`config.mk`:
```
export PLATFORM = sky130hd
export DESIGN_NAME = mem_port_arbiter_flat
export DESIGN_NICKNAME = d
export VERILOG_FILES = /design/src/rtl/mem_port_arbiter_if.sv /design/src/rtl/mem_port_arbiter.sv /design/src/flat_wrapper.sv
export SDC_FILE = /design/constraint.sdc
export NUM_CORES = 1
export LEC_CHECK = 0
export CAP_MARGIN = 20
export CORE_MARGIN = 10
export CORE_UTILIZATION = 46
export CTS_CLUSTER_DIAMETER = 100
export CTS_CLUSTER_SIZE = 25
export DETAILED_ROUTE_END_ITERATION = 7
export GPL_ROUTABILITY_DRIVEN = 0
export GPL_TIMING_DRIVEN = 1
export MAX_ROUTING_LAYER = met4
export PLACE_DENSITY = 0.85
export SETUP_SLACK_MARGIN = 0.5
export SLEW_MARGIN = 20
export SYNTH_ARGS = -nofsm -noshare
export SYNTH_HDL_FRONTEND = slang
export SYNTH_SLANG_ARGS = --single-unit
export TNS_END_PERCENT = 20
```
`constraint.sdc`:
```
create_clock -name clk -period 7.04 [get_ports clk]
set_clock_uncertainty 0.05 [all_clocks]
set_input_delay 2.112 -clock clk [delete_from_list [all_inputs] [get_ports clk]]
set_output_delay 2.112 -clock clk [all_outputs]
set_load 0.01 [all_outputs]
```
`src/rtl/mem_port_arbiter_if.sv`:
```
// mem_port_arbiter_if: fetch, data and memory-side signals of the port arbiter.
// slave = arbiter side, master = stages + memory side.
interface mem_port_arbiter_if;
  logic        if_req;
  logic [31:0] if_addr;
  logic        if_flush;
  logic        if_ack;
  logic [31:0] if_rdata;
  logic        dm_req;
  logic        dm_wr;
  logic        dm_byte;
  logic [31:0] dm_addr;
  logic [31:0] dm_wdata;
  logic        dm_ack;
  logic [31:0] dm_rdata;
  logic        mem_en;
  logic        mem_wr;
  logic [3:0]  mem_be;
  logic [31:0] mem_addr;
  logic [31:0] mem_wdata;
  logic [31:0] mem_rdata;
  logic        stall;

  modport slave (
    input  if_req, if_addr, if_flush,
    input  dm_req, dm_wr, dm_byte,
    input  dm_addr, dm_wdata,
    input  mem_rdata,
    output if_ack, if_rdata,
    output dm_ack, dm_rdata,
    output mem_en, mem_wr, mem_be,
    output mem_addr, mem_wdata,
    output stall
  );

  modport master (
    output if_req, if_addr, if_flush,
    output dm_req, dm_wr, dm_byte,
    output dm_addr, dm_wdata,
    output mem_rdata,
    input  if_ack, if_rdata,
    input  dm_ack, dm_rdata,
    input  mem_en, mem_wr, mem_be,
    input  mem_addr, mem_wdata,
    input  stall
  );
endinterface

```
`src/rtl/mem_port_arbiter.sv`:
```
// mem_port_arbiter: shares one fixed-latency memory port between fetch and data.
// Define ARB_STATS_EN to add if_cnt/dm_cnt/stall_cnt counters.
module mem_port_arbiter #(
  parameter int MEM_LAT      = 2,
  parameter int MAX_DATA_RUN = 4
) (
  input  logic        clk,
  input  logic        rst,
`ifdef ARB_STATS_EN
  output logic [15:0] if_cnt,
  output logic [15:0] dm_cnt,
  output logic [15:0] stall_cnt,
`endif
  mem_port_arbiter_if.slave bus
);

  typedef enum logic [1:0] {
    IDLE,
    ISSUE,
    WAIT,
    DONE
  } state_t;

  localparam logic [3:0] RUN_MAX  = 4'(MAX_DATA_RUN);
  localparam logic [3:0] WAIT_END = 4'(MEM_LAT - 2);
  localparam bit         NO_WAIT  = (MEM_LAT == 1);

  state_t      state;
  state_t      state_nx;
  logic [3:0]  wcnt;
  logic [3:0]  run;
  logic        kill;
  logic        g_if;
  logic        g_wr;
  logic        g_byte;
  logic [1:0]  g_off;
  logic [29:0] g_word;
  logic [3:0]  g_be;
  logic [31:0] g_wdata;
  logic [31:0] if_q;
  logic [31:0] dm_q;
  logic [31:0] ld_data;
  logic        if_pend;
  logic        pick_if;
  logic        pick_dm;
  logic        done;
  logic        if_ack;
  logic        dm_ack;
  logic        issue;
  logic        stall;

  assign if_pend = bus.if_req & ~bus.if_flush;

  // fetch beats data only when data is idle or the data run hit its cap
  always_comb begin
    pick_if = 1'b0;
    pick_dm = 1'b0;
    if (state == IDLE) begin
      if (if_pend && (run == RUN_MAX || !bus.dm_req))
        pick_if = 1'b1;
      else if (bus.dm_req)
        pick_dm = 1'b1;
    end
  end

  always_ff @(posedge clk) begin
    if (rst)
      state <= IDLE;
    else
      state <= state_nx;
  end

  always_comb begin
    state_nx = state;
    unique case (state)
      IDLE:
        if (pick_if || pick_dm)
          state_nx = ISSUE;
      ISSUE:
        state_nx = NO_WAIT ? DONE : WAIT;
      WAIT:
        if (wcnt == WAIT_END)
          state_nx = DONE;
      DONE:
        state_nx = IDLE;
      default:
        state_nx = IDLE;
    endcase
  end

  always_ff @(posedge clk) begin
    if (rst) begin
      wcnt    <= '0;
      run     <= '0;
      kill    <= 1'b0;
      g_if    <= 1'b0;
      g_wr    <= 1'b0;
      g_byte  <= 1'b0;
      g_off   <= '0;
      g_word  <= '0;
      g_be    <= '0;
      g_wdata <= '0;
      if_q    <= '0;
      dm_q    <= '0;
    end else begin
      wcnt <= (state == WAIT) ? wcnt + 4'd1 : 4'd0;
      if (state == IDLE) begin
        if (pick_if || !bus.if_req)
          run <= '0;
        else if (pick_dm && run != RUN_MAX)
          run <= run + 4'd1;
      end
      if (pick_if) begin
        g_if    <= 1'b1;
        g_wr    <= 1'b0;
        g_byte  <= 1'b0;
        g_off   <= '0;
        g_word  <= bus.if_addr[31:2];
        g_be    <= 4'hF;
        g_wdata <= '0;
        kill    <= 1'b0;
      end else if (pick_dm) begin
        g_if    <= 1'b0;
        g_wr    <= bus.dm_wr;
        g_byte  <= bus.dm_byte;
        g_off   <= bus.dm_addr[1:0];
        g_word  <= bus.dm_addr[31:2];
        g_be    <= bus.dm_byte ?
                   4'b0001 << bus.dm_addr[1:0] :
                   4'hF;
        g_wdata <= bus.dm_byte ?
                   {4{bus.dm_wdata[7:0]}} :
                   bus.dm_wdata;
        kill    <= 1'b0;
      end else if (state != IDLE && g_if && bus.if_flush) begin
        kill <= 1'b1;
      end
      if (if_ack)
        if_q <= bus.mem_rdata;
      if (dm_ack)
        dm_q <= ld_data;
    end
  end

  always_comb begin
    issue   = (state == ISSUE);
    done    = (state == DONE) & ~rst;
    if_ack  = done & g_if & ~kill & ~bus.if_flush;
    dm_ack  = done & ~g_if;
    ld_data = bus.mem_rdata;
    if (g_byte)
      ld_data = {24'h0, bus.mem_rdata[{g_off, 3'b000} +: 8]};
    stall = (bus.if_req & ~if_ack & ~bus.if_flush) |
            (bus.dm_req & ~dm_ack);
  end

  assign bus.if_ack    = if_ack;
  assign bus.dm_ack    = dm_ack;
  assign bus.if_rdata  = if_ack ? bus.mem_rdata : if_q;
  assign bus.dm_rdata  = dm_ack ? ld_data : dm_q;
  assign bus.mem_en    = issue;
  assign bus.mem_wr    = issue & g_wr;
  assign bus.mem_be    = g_be;
  assign bus.mem_addr  = {g_word, 2'b00};
  assign bus.mem_wdata = g_wdata;
  assign bus.stall     = stall;

`ifdef ARB_STATS_EN
  always_ff @(posedge clk) begin
    if (rst) begin
      if_cnt    <= '0;
      dm_cnt    <= '0;
      stall_cnt <= '0;
    end else begin
      if (if_ack)
        if_cnt <= if_cnt + 16'd1;
      if (dm_ack)
        dm_cnt <= dm_cnt + 16'd1;
      if (stall)
        stall_cnt <= stall_cnt + 16'd1;
    end
  end
`endif

endmodule

```
`src/flat_wrapper.sv`:
```
// flat-port wrapper written by rule: the top's interface ports become plain ports
module mem_port_arbiter_flat 
#(
  parameter int MEM_LAT      = 2,
  parameter int MAX_DATA_RUN = 4
)
  (clk, rst, bus_if_req, bus_if_addr, bus_if_flush, bus_dm_req, bus_dm_wr, bus_dm_byte, bus_dm_addr, bus_dm_wdata, bus_mem_rdata, bus_if_ack, bus_if_rdata, bus_dm_ack, bus_dm_rdata, bus_mem_en, bus_mem_wr, bus_mem_be, bus_mem_addr, bus_mem_wdata, bus_stall);
  mem_port_arbiter_if bus_i ();
  input  logic clk;
  input  logic rst;
  input wire logic [$bits(bus_i.if_req)-1:0] bus_if_req;
  input wire logic [$bits(bus_i.if_addr)-1:0] bus_if_addr;
  input wire logic [$bits(bus_i.if_flush)-1:0] bus_if_flush;
  input wire logic [$bits(bus_i.dm_req)-1:0] bus_dm_req;
  input wire logic [$bits(bus_i.dm_wr)-1:0] bus_dm_wr;
  input wire logic [$bits(bus_i.dm_byte)-1:0] bus_dm_byte;
  input wire logic [$bits(bus_i.dm_addr)-1:0] bus_dm_addr;
  input wire logic [$bits(bus_i.dm_wdata)-1:0] bus_dm_wdata;
  input wire logic [$bits(bus_i.mem_rdata)-1:0] bus_mem_rdata;
  output wire logic [$bits(bus_i.if_ack)-1:0] bus_if_ack;
  output wire logic [$bits(bus_i.if_rdata)-1:0] bus_if_rdata;
  output wire logic [$bits(bus_i.dm_ack)-1:0] bus_dm_ack;
  output wire logic [$bits(bus_i.dm_rdata)-1:0] bus_dm_rdata;
  output wire logic [$bits(bus_i.mem_en)-1:0] bus_mem_en;
  output wire logic [$bits(bus_i.mem_wr)-1:0] bus_mem_wr;
  output wire logic [$bits(bus_i.mem_be)-1:0] bus_mem_be;
  output wire logic [$bits(bus_i.mem_addr)-1:0] bus_mem_addr;
  output wire logic [$bits(bus_i.mem_wdata)-1:0] bus_mem_wdata;
  output wire logic [$bits(bus_i.stall)-1:0] bus_stall;
  assign bus_i.if_req = bus_if_req;
  assign bus_i.if_addr = bus_if_addr;
  assign bus_i.if_flush = bus_if_flush;
  assign bus_i.dm_req = bus_dm_req;
  assign bus_i.dm_wr = bus_dm_wr;
  assign bus_i.dm_byte = bus_dm_byte;
  assign bus_i.dm_addr = bus_dm_addr;
  assign bus_i.dm_wdata = bus_dm_wdata;
  assign bus_i.mem_rdata = bus_mem_rdata;
  assign bus_if_ack = bus_i.if_ack;
  assign bus_if_rdata = bus_i.if_rdata;
  assign bus_dm_ack = bus_i.dm_ack;
  assign bus_dm_rdata = bus_i.dm_rdata;
  assign bus_mem_en = bus_i.mem_en;
  assign bus_mem_wr = bus_i.mem_wr;
  assign bus_mem_be = bus_i.mem_be;
  assign bus_mem_addr = bus_i.mem_addr;
  assign bus_mem_wdata = bus_i.mem_wdata;
  assign bus_stall = bus_i.stall;
  mem_port_arbiter #(.MEM_LAT(MEM_LAT), .MAX_DATA_RUN(MAX_DATA_RUN)) u_core (.clk(clk), .rst(rst), .bus(bus_i));
endmodule
```
==> results_dict.tcl <==
set metrics [dict create \
    run_status "finished, final reports clean" \
    hp-start "u_core.g_word[1]$_SDFFE_PP0P_" \
    cp_slowest_cell "clkdlybuf4s50_1" \
    seq_area_sq_um 2920 \
    yosysSeqAreaShare_pct 44.9 \
    die_y_microns 139 \
    track_usage_pct 21.6 \
    num_vias 5954 \
    cts-resized-gates 0 \
    clock_tree.buffer_depth 2 \
    synthTopCellsByArea "dfxtp_1 45%, mux2_4 6.7%, nand2_1 6.6%, nor2b_1 6.5%, nor3_1 4.1%" \
    worstPathArrival_ns 4.28 \
    finish.instance_area_sq_um 9800 \
    multiInputGateArea_sq_um 3320 \
    hold_viol_final 0 \
    p_leak_nw 3.90 \
    p_per_area_nw_per_um2 272 \
    yosysTopAreaCell "dfxtp_1" \
    portBuffers 267 \
    pwr-share-comb_pct 30.0 \
    postCtsSetupBuffers 0 \
    syn_inst 730 \
    timing.rr.start "u_core.g_byte$_SDFFE_PP0P_" \
    synth-edff-count 0 \
    grt_pass1_vias 6008 \
    power.switching_uw 792 \
    rrSetupSlack_ns 4.83 \
    path_max_fanout 33 \
    netlist_area_sq_um 6510 \
    setup_violations 0 \
    tightest_slew_ns 0.813 \
    ys_ff_latch 146 \
    cts_buffers 17 \
    drtPass1Iterations 5 \
    area_delta_synth_final_pct 50.6 \
    worstHoldPathCells 2 \
    totalWireLength_mm 21.2 \
    final_core_util_pct 70.6 \
    clock_sinks 146 \
    fill_cells 1103 \
    whs_endpoint "u_core.g_word[1]$_SDFFE_PP0P_" \
    rr_endpoint "u_core.dm_q[0]$_SDFF_PP0_" \
    maxCapViolations 0 \
    place_area_sq_um 9270 \
    p_total_mw 2.66 \
    cp_cell_sequence "clkdlybuf4s50_1 > nor4b_4 > buf_12 > mux2_2 > clkdlybuf4s50_1" \
    cp_top_family "buffers and inverters" \
    period_minus_slack_ns 6.45 \
    post_drt_wl_per_cell_microns 18.2 \
    floorplan.initialDensity_pct 46.9 \
    layout-drive-gt1-share_pct 8.23 \
    grt_max_degree 81 \
    hpwlAfterDp_mm 15.7 \
    drt_iter0_markers 372 \
    drc 0 \
    drv_slew 0 \
    via_per_inst 5.12 \
    reg2reg_depth 4 \
    period_share_pct 91.6 \
    cts_root_buf "clkbuf_16" \
    path_buf_inv 3 \
    endpoint_kind "output port" \
    die_w_microns 139 \
    htree_levels 4 \
    crit_top_cell "clkdlybuf4s50_1" \
    cts_tree "yes" \
    cp_slowest_stage_delay_ns 0.58 \
    max_freq_mhz 155 \
    peakVddDrop_mv 0.225 \
    async_flop_share_pct 0 \
    slew_headroom_pct 45.8 \
    switching_share_pct 29.7 \
    final_cell_mix "266 x clkdlybuf4s50_1, 146 x dfxtp_1, 115 x nand2_1" \
    critPathRequiredTime_ns 4.88 \
    setup_tns_ns 0 \
    grt_antenna_before_repair 0 \
    grt_pass1_wl_mm 32.5 \
    clkLatencyLatePin_ns 0.42 \
    path_class "in2out" \
    pwr-share-seq_pct 38.9 \
    hp-class "reg2reg" \
    ys_types 50 \
    diodes 0 \
    final_common_cell "clkdlybuf4s50_1" \
    hold_buffers 0 \
    nets 1116 \
    clk_pin_slew_worst_paths_ns 0.06 \
    yosysWarnings 0 \
    rows 43 \
    io_pins 272 \
    cp-start-kind "input port" \
    dieArea_sq_um 19300 \
    synth-main-ff-cell "dfxtp_1" \
    synth_top_area_share_pct 44.9 \
    syn_avg_cell_area_sq_um 8.92 \
    p_int_mw 1.87 \
    antenna_left 0 \
    design.core.area_sq_um 13900 \
    rsz0062_at_grt "no" \
    power_frac_clock_pct 31.2 \
    overflow 0 \
]
-- state kept, by name, summed over array words and instances, names as in the netlist, 2 cells and up --
signal                cells
u_core.bus.mem_be         4
u_core.bus.mem_wdata     32
u_core.dm_q              32
u_core.g_off              2
u_core.g_word            30
u_core.if_q              32
u_core.run                4
u_core.state              2
u_core.wcnt               4
-- cells in the mapped netlist, types with 4 or more instances --
| cell type | instances |
|---|---|
| nand2_1 | 115 |
| a22oi_1 | 30 |
| a21oi_1 | 17 |
| buf_6 | 5 |
| o21ai_0 | 15 |
| o21ai_1 | 10 |
| clkbuf_1 | 35 |
| mux2_2 | 4 |
| and2_1 | 11 |
| inv_1 | 12 |
| nor3_1 | 53 |
| a221o_1 | 14 |
| nor2b_1 | 68 |
| buf_2 | 8 |
| nand2b_1 | 30 |
| nand3_1 | 6 |
| and2b_1 | 29 |
| mux2_4 | 29 |
| dfxtp_1 | 146 |
| nor4b_1 | 8 |
| buf_1 | 5 |
| ha_1 | 8 |
| nor2_1 | 41 |
-- metrics by stage --
stage | hold WS [ns] | worst slack, ns | std cells
global placement | 0.373 | 0.640 | 1134
floorplan | 0.380 | 1.45 | 731
CTS | 0.386 | 0.610 | 1164
global route | 0.403 | 0.544 | 1164
finish | 0.382 | 0.594 | 1164
detailed placement | 0.378 | 0.619 | 1134
-- how the worst max path moves through the flow --
stage	slack [ns]	endpoint	start	cells after the start
floorplan	1.45	bus_if_rdata[22]	rst	6
global placement	0.64	bus_if_rdata[31]	bus_if_flush	5
detailed placement	0.62	bus_if_rdata[31]	bus_if_flush	5
CTS	0.61	bus_if_rdata[31]	bus_if_flush	5
global route	0.54	bus_if_rdata[31]	bus_if_flush	5
finish	0.59	bus_if_rdata[31]	bus_if_flush	5
-- logic make-up after synthesis --
kind of cell             Yosys count  synth area share (%)
flip-flops                       146                  44.9
adder cells (fa/ha/maj)            8                  1.54
other                              1                0.0576
XOR/XNOR                           2                 0.269
AND/OR/NAND/NOR                  369                  29.8
multiplexers                      35                  7.69
AO/OA/AOI/OAI                    102                  11.1
buffers and inverters             67                  4.71
-- power groups by stage --
stage          clock (mW)  sequential, mW  combinational [mW]
2_1_floorplan           0            1.09               0.322
3_3_place_gp            0            1.05               0.795
3_5_place_dp            0            1.05               0.803
4_1_cts             0.846            1.04               0.810
5_1_grt             0.880            1.05               0.870
6_report            0.831            1.03               0.798
-- per-layer routing --
metal	track usage (%)	share of wire, %
met5	-	0
met4	7.47	1.7
met3	7.77	7.5
met2	36.0	51
met1	23.3	40
-- worst min-delay path: cells and delay by family, from the launching register on --
family	cells	cell delay [ns]
simple gates	2	0.09
flops	1	0.31
-- cell type report --
cell class                      instances  area share [%]
Sequential cell                       146            29.8
Clock inverter                          6           0.587
Inverter                               12           0.460
Multi-Input combinational cell        518            33.8
Timing Repair Buffer                  278            28.2
Clock buffer                           24            4.81
Tap cell                              180            2.30
(Power assumes the default switching activity.)
==> RTL edit: new RTL, config.mk and constraints unchanged <==
Re-encode `state_t` (4 states) as one-hot, 4 bits wide.
--- a/src/rtl/mem_port_arbiter.sv
+++ b/src/rtl/mem_port_arbiter.sv
@@ -15,9 +15,9 @@
 );
 
-  typedef enum logic [1:0] {
-    IDLE,
-    ISSUE,
-    WAIT,
-    DONE
+  typedef enum logic [3:0] {
+    IDLE  = 4'b0001,
+    ISSUE = 4'b0010,
+    WAIT  = 4'b0100,
+    DONE  = 4'b1000
   } state_t;
 
Formal check against the unedited RTL: no difference found for any inputs over 4 cycles, from zero or initial values and one cycle with rst high; so few cycles prove little.
==> RTL edit against the original RTL <==
- register-to-register slack got worse by 0.35 ns
- sequential share of layout area increased by 0.28 points
- non-clock buffer count decreased by 1
- critical path depth increased by 2
- sequential cell count increased by 2
- sequential power decreased by 9%
- combinational power decreased by 44%
- final area increased by 0.43%
- synthesized area increased by 0.79%
- power decreased by 13%
- setup slack improved by 0.066 ns
- routed wire length increased by 4.3%
- utilization about the same
- critical path type unchanged
==> RTL edit: results (changes against the original RTL) <==
Placement
  – Post-Place Worst Slack: 0.561 ns (was 0.619 ns)
  – Dpl hpwl: 16.1 mm (was 15.7 mm)

Critical path
  – Flop2flop setup slack: 4.48 ns (was 4.83 ns)
  – Crit path launch: rst (was bus_if_flush)
  – Crit path max fanout: 26 (was 33)
  – Worst EP arrival: 4.22 ns (was 4.28 ns)
  – Worst r2r dst: u_core.bus.mem_wdata[16] (was u_core.dm_q[0])

GRT
  – Met1 usage: 0.249 (was 0.233)
  – Vias in the first global route: 6260 (was 6008)
  – Routing usage on met2: 0.355 (was 0.360)
  – First-pass GRT wire length: 34.2 mm (was 32.5 mm)
  – Initial antenna violation count: 1 (was 0)
  – Largest net degree at the start of global routing: 109 (was 81)

Routing
  – WL met2: 10.5 mm (was 10.8 mm)
  – Wire length per cell: 18.7 µm (was 18.2 µm)
  – Drt pass-1 iters: 6 (was 5)
  – 1st-iter DRT viols: 394 (was 372)
  – Met1 WL: 8.85 mm (was 8.45 mm)

Power
  – Maximum VDD drop: 160 µV (was 225 µV)
  – Sequential Power Share: 0.404 (was 0.389)
  – Leakage: 3.94 nW (was 3.90 nW)
  – Net Sw Frac: 0.265 (was 0.297)

Finish
  – Share of layout cells above drive strength 1: 0.0818 (was 0.0823)
  – Post-Layout Cell Count: 1183 (was 1164)
  – Layout net count: 1128 (was 1116)

Yosys
  – Post-synthesis sequential area ratio: 0.452 (was 0.449)
  – Synth top area share: 0.452 (was 0.449)
  – Most common library cells after synthesis: dfxtp_1, nor2_1, nand2_1 (was dfxtp_1, nand2_1, nor2b_1)
  – Area contributors post-synth: dfxtp_1, nor2_1, mux2_4 (was dfxtp_1, mux2_4, nand2_1)

Status
  – Run status: complete, no violations (unchanged)

Min path
  – Hold-critical path endpoint: u_core.bus.mem_wdata[5] (was u_core.g_word[1])
==> RTL edit: cell types whose count changed in the layout (fill, tap and decap cells not counted), sizes merged, moves of 9 or more <==
cell,delta
nor3,-48
nand3,+20
nor2b,-48
a211oi,+23
mux2i,+23
and2,-10
a22oi,-30
a21oi,+30
o21ai,-9
nand2b,-22
nor4,+31
nor2,+94
a221o,-14
nand2,-37
==> RTL edit: layout make-up <==
type | instances | area share
diodes | 1 | 0.000254
clock buffers | 20 | 0.0464
clock inverters | 12 | 0.0156
inverters | 11 | 0.00458
multi-input cells | 534 | 0.330
flip-flops and latches | 148 | 0.301
well taps | 180 | 0.0229
repair buffers | 277 | 0.279
==> RTL edit: kinds of logic (layout without fill, tap and decap cells) <==
group           count (synthesis)  after routing  share of synthesized area
xor+xnor                        2              2                    0.00267
compound gates                115            115                      0.112
fa+ha+maj                       4              4                    0.00763
simple gates                  354            354                      0.262
mux                            57             57                      0.110
buf+inv                        67            320                     0.0536
other cells                     1              3                   0.000572
flops                         148            148                      0.452
